<file path="src/rtl/wb_spi_flash_pkg.sv">
// -----------------------------------------------------------------------------
// wb_spi_flash_pkg : register map, state encoding and status bit for the flash ctrl
// Revision 1.0
// -----------------------------------------------------------------------------
`default_nettype none

package wb_spi_flash_pkg;

  localparam logic [1:0] REG_CTRL   = 2'd0;
  localparam logic [1:0] REG_DATA   = 2'd1;
  localparam logic [1:0] REG_STATUS = 2'd2;
  localparam logic [1:0] REG_DIV    = 2'd3;

  localparam int STATUS_BUSY_BIT = 0;

  typedef enum logic [0:0] {
    ST_IDLE  = 1'b0,
    ST_SHIFT = 1'b1
  } spi_state_t;

endpackage

`default_nettype wire

</file>
<file path="src/rtl/spi_byte_shifter.sv">
// -----------------------------------------------------------------------------
// spi_byte_shifter : mode-0 SPI byte engine, MSB first, SCK half-period = div+1 clk
// Revision 1.0
// -----------------------------------------------------------------------------
`default_nettype none

module spi_byte_shifter
  import wb_spi_flash_pkg::*;
(
  input  logic       clk,
  input  logic       sreset,
  input  logic       start,
  input  logic [7:0] tx_byte,
  input  logic [7:0] div,
  input  logic       miso,
  output logic       busy,
  output logic [7:0] rx_byte,
  output logic       sck,
  output logic       mosi
);

  spi_state_t r_state;
  logic [7:0] r_cnt;
  logic [7:0] r_div;
  logic [7:0] r_tx;
  logic [7:0] r_rx;
  logic [2:0] r_falls;

  // mosi is the top of the tx register; the last falling edge skips the shift
  // so bit0 stays on the line until the next load.
  assign mosi = r_tx[7];

  always_ff @(posedge clk) begin
    if (sreset) begin
      r_state <= ST_IDLE;
      busy    <= 1'b0;
      rx_byte <= 8'h00;
      sck     <= 1'b0;
      r_cnt   <= 8'h00;
      r_div   <= 8'h00;
      r_tx    <= 8'h00;
      r_rx    <= 8'h00;
      r_falls <= 3'd0;
    end else begin
      case (r_state)
        ST_IDLE: begin
          if (start) begin
            r_state <= ST_SHIFT;
            busy    <= 1'b1;
            r_tx    <= tx_byte;
            r_div   <= div;
            r_cnt   <= 8'h00;
            r_falls <= 3'd0;
            sck     <= 1'b0;
          end
        end
        ST_SHIFT: begin
          if (r_cnt == r_div) begin
            r_cnt <= 8'h00;
            if (!sck) begin
              sck  <= 1'b1;
              r_rx <= {r_rx[6:0], miso};
            end else begin
              sck <= 1'b0;
              if (r_falls == 3'd7) begin
                r_state <= ST_IDLE;
                busy    <= 1'b0;
                rx_byte <= r_rx;
              end else begin
                r_tx    <= {r_tx[6:0], 1'b0};
                r_falls <= r_falls + 3'd1;
              end
            end
          end else begin
            r_cnt <= r_cnt + 8'd1;
          end
        end
        default: r_state <= ST_IDLE;
      endcase
    end
  end

endmodule

`default_nettype wire

</file>
<file path="src/rtl/wb_spi_flash_ctrl.sv">
// -----------------------------------------------------------------------------
// wb_spi_flash_ctrl : pipelined Wishbone register front-end for the config SPI flash
// Revision 1.0
// -----------------------------------------------------------------------------
`default_nettype none

module wb_spi_flash_ctrl
  import wb_spi_flash_pkg::*;
#(
  parameter int         ADDR_BITS    = 8,
  parameter logic [7:0] CLKDIV_RESET = 8'd1
) (
  input  logic                 clk,
  input  logic                 sreset,
  input  logic [ADDR_BITS-1:0] s_wb_addr,
  input  logic [7:0]           s_wb_dat_m2s,
  output logic [7:0]           s_wb_dat_s2m,
  input  logic                 s_wb_we,
  input  logic                 s_wb_sel,
  input  logic                 s_wb_stb,
  input  logic                 s_wb_cyc,
  output logic                 s_wb_ack,
  output logic                 s_wb_stall,
  output logic                 sck,
  output logic                 ss,
  input  logic                 miso,
  output logic                 mosi
);

  logic       w_hit;
  logic [1:0] w_reg;
  logic       w_accept;
  logic       w_start;
  logic       w_busy;
  logic [7:0] w_rx_byte;
  logic [7:0] w_rd_mux;
  logic       unused_sel;

  logic       r_ctrl;
  logic       r_ss;
  logic       r_ack;
  logic [7:0] r_div;
  logic [7:0] r_dat;

  assign unused_sel = s_wb_sel;

  assign w_hit = ((s_wb_addr >> 2) == '0);
  assign w_reg = s_wb_addr[1:0];

  // STATUS reads and unmapped addresses pass while busy so software can poll.
  assign s_wb_stall = w_busy & w_hit &
                      (s_wb_we ? (w_reg != REG_STATUS) : (w_reg == REG_DATA));
  assign w_accept   = s_wb_cyc & s_wb_stb & ~s_wb_stall;
  assign w_start    = w_accept & s_wb_we & w_hit & (w_reg == REG_DATA);

  // A master that abandons the cycle never sees the pending ack.
  assign s_wb_ack     = r_ack & s_wb_cyc;
  assign s_wb_dat_s2m = r_dat;
  assign ss           = r_ss;

  always_comb begin
    w_rd_mux = 8'h00;
    if (w_hit) begin
      case (w_reg)
        REG_CTRL:   w_rd_mux[0] = r_ctrl;
        REG_DATA:   w_rd_mux = w_rx_byte;
        REG_STATUS: w_rd_mux[STATUS_BUSY_BIT] = w_busy;
        REG_DIV:    w_rd_mux = r_div;
        default:    w_rd_mux = 8'h00;
      endcase
    end
  end

  always_ff @(posedge clk) begin
    if (sreset) begin
      r_ctrl <= 1'b0;
      r_ss   <= 1'b1;
      r_ack  <= 1'b0;
      r_div  <= CLKDIV_RESET;
      r_dat  <= 8'h00;
    end else begin
      r_ack <= w_accept;
      r_ss  <= ~r_ctrl;
      if (w_accept) begin
        r_dat <= s_wb_we ? 8'h00 : w_rd_mux;
        if (s_wb_we && w_hit) begin
          if (w_reg == REG_CTRL) r_ctrl <= s_wb_dat_m2s[0];
          if (w_reg == REG_DIV)  r_div  <= s_wb_dat_m2s;
        end
      end
    end
  end

  spi_byte_shifter u_shifter (
    .clk     (clk),
    .sreset  (sreset),
    .start   (w_start),
    .tx_byte (s_wb_dat_m2s),
    .div     (r_div),
    .miso    (miso),
    .busy    (w_busy),
    .rx_byte (w_rx_byte),
    .sck     (sck),
    .mosi    (mosi)
  );

endmodule

`default_nettype wire

</file>
<file path="config.mk">
export PLATFORM = sky130hd
export DESIGN_NAME = wb_spi_flash_ctrl
export DESIGN_NICKNAME = d
export VERILOG_FILES = /design/src/rtl/wb_spi_flash_pkg.sv /design/src/rtl/spi_byte_shifter.sv /design/src/rtl/wb_spi_flash_ctrl.sv
export SDC_FILE = /design/constraint.sdc
export NUM_CORES = 1
export LEC_CHECK = 0
export ABC_AREA = 1
export CORE_UTILIZATION = 50
export DETAILED_ROUTE_END_ITERATION = 12
export GPL_ROUTABILITY_DRIVEN = 0
export GPL_TIMING_DRIVEN = 0
export PLACE_DENSITY_LB_ADDON = 0.12
export SLEW_MARGIN = 20
export SYNTH_ARGS = -nofsm -noshare
export SYNTH_HDL_FRONTEND = slang
export SYNTH_SLANG_ARGS = --single-unit
</file>
<file path="constraint.sdc">
create_clock -name clk -period 2.1 [get_ports clk]
set_input_delay 0.42 -clock clk [delete_from_list [all_inputs] [get_ports clk]]
set_output_delay 0.42 -clock clk [all_outputs]
set_load 0.03 [all_outputs]
</file>
==> impl_metrics.py <==
metrics = {
    "layout": {
        "post_layout_nonfiller_instances": 535,
        "final_layout_size_suffix_gt1_frac": 0.1080,
        "area_growth_pct": 21.01,
        "fillers": 495,
        "antenna_cells": 0,
        "final_util": 0.6464,
        "design_area_um2": 3669,
        "design.final.nets": 484,
    },
    "yosys": {
        "synthTopCellsByCount": "nand2_1, dfxtp_1, nor2_1, inv_1, a21oi_1",
        "synth_edf_count": 0,
        "synth_compound_gate_area_share": 0.1440,
        "synth_top_area_share": 0.4292,
        "synth_area_leaders": "dfxtp_1, nand2_1, nor2_1, inv_1, a21oi_1",
        "synth.most_common_cell": "nand2_1",
        "synth_warnings": 0,
        "synth_seq_area_share": 0.4292,
        "synthXorXnorAreaFrac": 0.03137,
        "synth_top_cell_by_area": "dfxtp_1",
        "synth_cells": 413,
        "syn_nets": 439,
        "synth_top_family_by_area": "simple AND/OR/NAND/NOR gates",
        "synthArstFlopShare": 0,
        "synthFlopType": "dfxtp_1",
        "postSynthAreaPerCell_um2": 7.341,
        "synth_cell_type_count": 35,
        "synthAdderAreaFrac": 0.01238,
        "synth-simple-area-share": 0.2773,
        "synth_area_um2": 3032,
        "synth_mux_area_frac": 0,
        "synth_seq_cells": 65,
    },
    "cts": {
        "cts_made_buffers": 9,
        "cts_tree": "done",
        "path_clk_slew_ns": 0.06,
        "htree_levels": 3,
        "cts_buffer_depth": 2,
        "cts_hold_buf": 0,
        "cts_root_buf": "clkbuf_8",
        "clk_latency_ns": 0.34,
        "cts.sinks": 65,
    },
    "placement": {
        "dp_slack_ns": -0.4860,
        "io_buffers": 34,
        "dp.cells": 519,
        "placed_cell_area_um2": 3462,
        "post-dp-hpwl_mm": 5.225,
    },
    "critical_path": {
        "arrival_ns": 1.54,
        "end_kind": "output pin",
        "crit_type": "in2out",
        "crit_path_start_kind": "input pin",
        "worstPathMaxFanout": 4,
        "cp.required_ns": 1.68,
    },
    "timing": {
        "setup_slack_ns": 0.1357,
        "drv_slew": 0,
        "tightest_slew_ns": 0.5969,
        "clock_skew_ns": 0.005748,
        "max_slew_margin": 0.6021,
        "fin_crit_ns": 1.964,
        "finalHoldViolCount": 0,
        "max_freq_ghz": 0.5091,
        "setup_viol": 0,
        "fin_setup_tns_ns": 0,
        "fin_crit_sh": 0.9354,
        "rsz0062_at_grt": "no",
        "holdWs_ns": 0.4071,
    },
    "detailed_routing": {
        "first_pass_iters": 4,
        "dr_total_vias": 2732,
        "avgRoutedWirePerCell_um": 12.96,
        "wirelength_mm": 6.936,
        "drtIter0Drc": 208,
        "drtAntennaViolNets": 0,
        "drcViolationCount": 0,
        "via_per_inst": 5.107,
    },
    "floorplan": {
        "start_util": 0.5342,
        "core_um2": 5675,
        "die_h_um": 79.87,
        "die_area_um2": 6378,
        "rows": 27,
        "die_x_um": 79.87,
        "pin_count": 36,
    },
    "global_route": {
        "grt_pass1_vias": 2615,
        "antenna_found_initial": 0,
        "grt_pass1_wl_mm": 11.73,
        "grtUsageTotal": 0.2454,
        "overflow": 0,
        "grt_max_degree": 11,
    },
    "min_path": {
        "hold_path_class": "reg2reg",
    },
    "pwr": {
        "p_total_mw": 2.466,
        "leakagePower_nw": 1.661,
        "ir_drop_mv": 0.4903,
        "power_density_nw_per_um2": 672.1,
    },
    "outcome": {
        "status": "finished, final reports clean",
    },
    "job": {
        "cap_viol_max_count": 0,
    },
}
flip-flops by register name, summed over array words and instances, names as in the netlist:
| signal | flops |
|---|---|
| u_shifter.sck | 1 |
| r_div | 8 |
| u_shifter.r_rx | 8 |
| u_shifter.r_falls | 3 |
| u_shifter.r_div | 8 |
| u_shifter.r_state | 1 |
| u_shifter.rx_byte | 8 |
| s_wb_dat_s2m | 8 |
| u_shifter.r_cnt | 8 |
| u_shifter.busy | 1 |
| ss | 1 |
| r_ctrl | 1 |
| u_shifter.r_tx | 8 |
| r_ack | 1 |
cell usage in the layout, fill, tap and decap left out, types with 4 or more instances in the layout:
master	n
o21ai_0	31
clkbuf_8	12
nor2_1	54
a21oi_1	33
nand3_1	21
inv_2	4
xnor2_1	7
o22ai_1	7
clkbuf_1	7
nand2_1	86
buf_2	5
inv_1	53
dfxtp_1	65
buf_6	5
clkdlybuf4s50_1	30
timing repair:
| action | in CTS | in global routing |
|---|---|---|
| endpoints found under the setup margin | 1 | 2 |
| gates resized for setup | 5 | 3 |
| pin swaps | 0 | 0 |
| buffers inserted | 0 | 0 |
path summary, 6_finish.rpt:
kind                                                       end                              start  slack [ns]  depth (start not counted)
worst max-delay path                                s_wb_stall                       s_wb_addr[7]        0.14                          7
worst min-delay path                             ss$_SDFF_PP1_                r_ctrl$_SDFFE_PP0P_        0.41                          1
worst max register to register  u_shifter.r_tx[4]$_SDFFE_PP0P_  u_shifter.r_falls[0]$_SDFFE_PP0P_        0.45                          8
worst min register to register                   ss$_SDFF_PP1_                r_ctrl$_SDFFE_PP0P_        0.41                          1
area by class of cell:
class,instances,area (µm²),area share
buffer,15,102.6,0.02797
clock buffer,14,172.7,0.04707
clock inverter,2,35.03,0.009550
inverter,58,217.7,0.05935
multi-input combinational,275,1410,0.3844
sequential,65,1301,0.3547
tap,72,90.09,0.02456
timing repair buffer,34,339.1,0.09243
per-layer routing:
layer | global-route usage | vias up | part of all wire
met4 | 0.1268 | 0 | 0.018
met3 | 0.04457 | 14 | 0.055
met5 | 0 | - | 0
li1 | - | 1404 | -
met1 | 0.2964 | 1252 | 0.46
met2 | 0.4137 | 62 | 0.47
worst max-delay path, stage by stage:
cell and delay [ns]:
clkdlybuf4s50_1 0.40, nor2_1 0.14, nand3_2 0.14, inv_1 0.12
nand2_4 0.08, inv_1 0.05, buf_2 0.18
cell families after synthesis:
logic type | count (synthesis)
adders and majority gates | 3
and+or+nand+nor | 181
xor gates and xnor gates | 10
DFF | 65
buffers and inverters | 73
AOI/OAI and AO/OA | 81
power by group:
part | switching, mW | internal [mW] | leakage (nW)
combinational | 0.0711 | 0.0542 | 1.03
clock | 0.459 | 0.645 | 0.107
sequential | 0.00112 | 1.23 | 0.524
total | 0.532 | 1.93 | 1.66
Note: power is estimated with default switching activity, not from simulation.
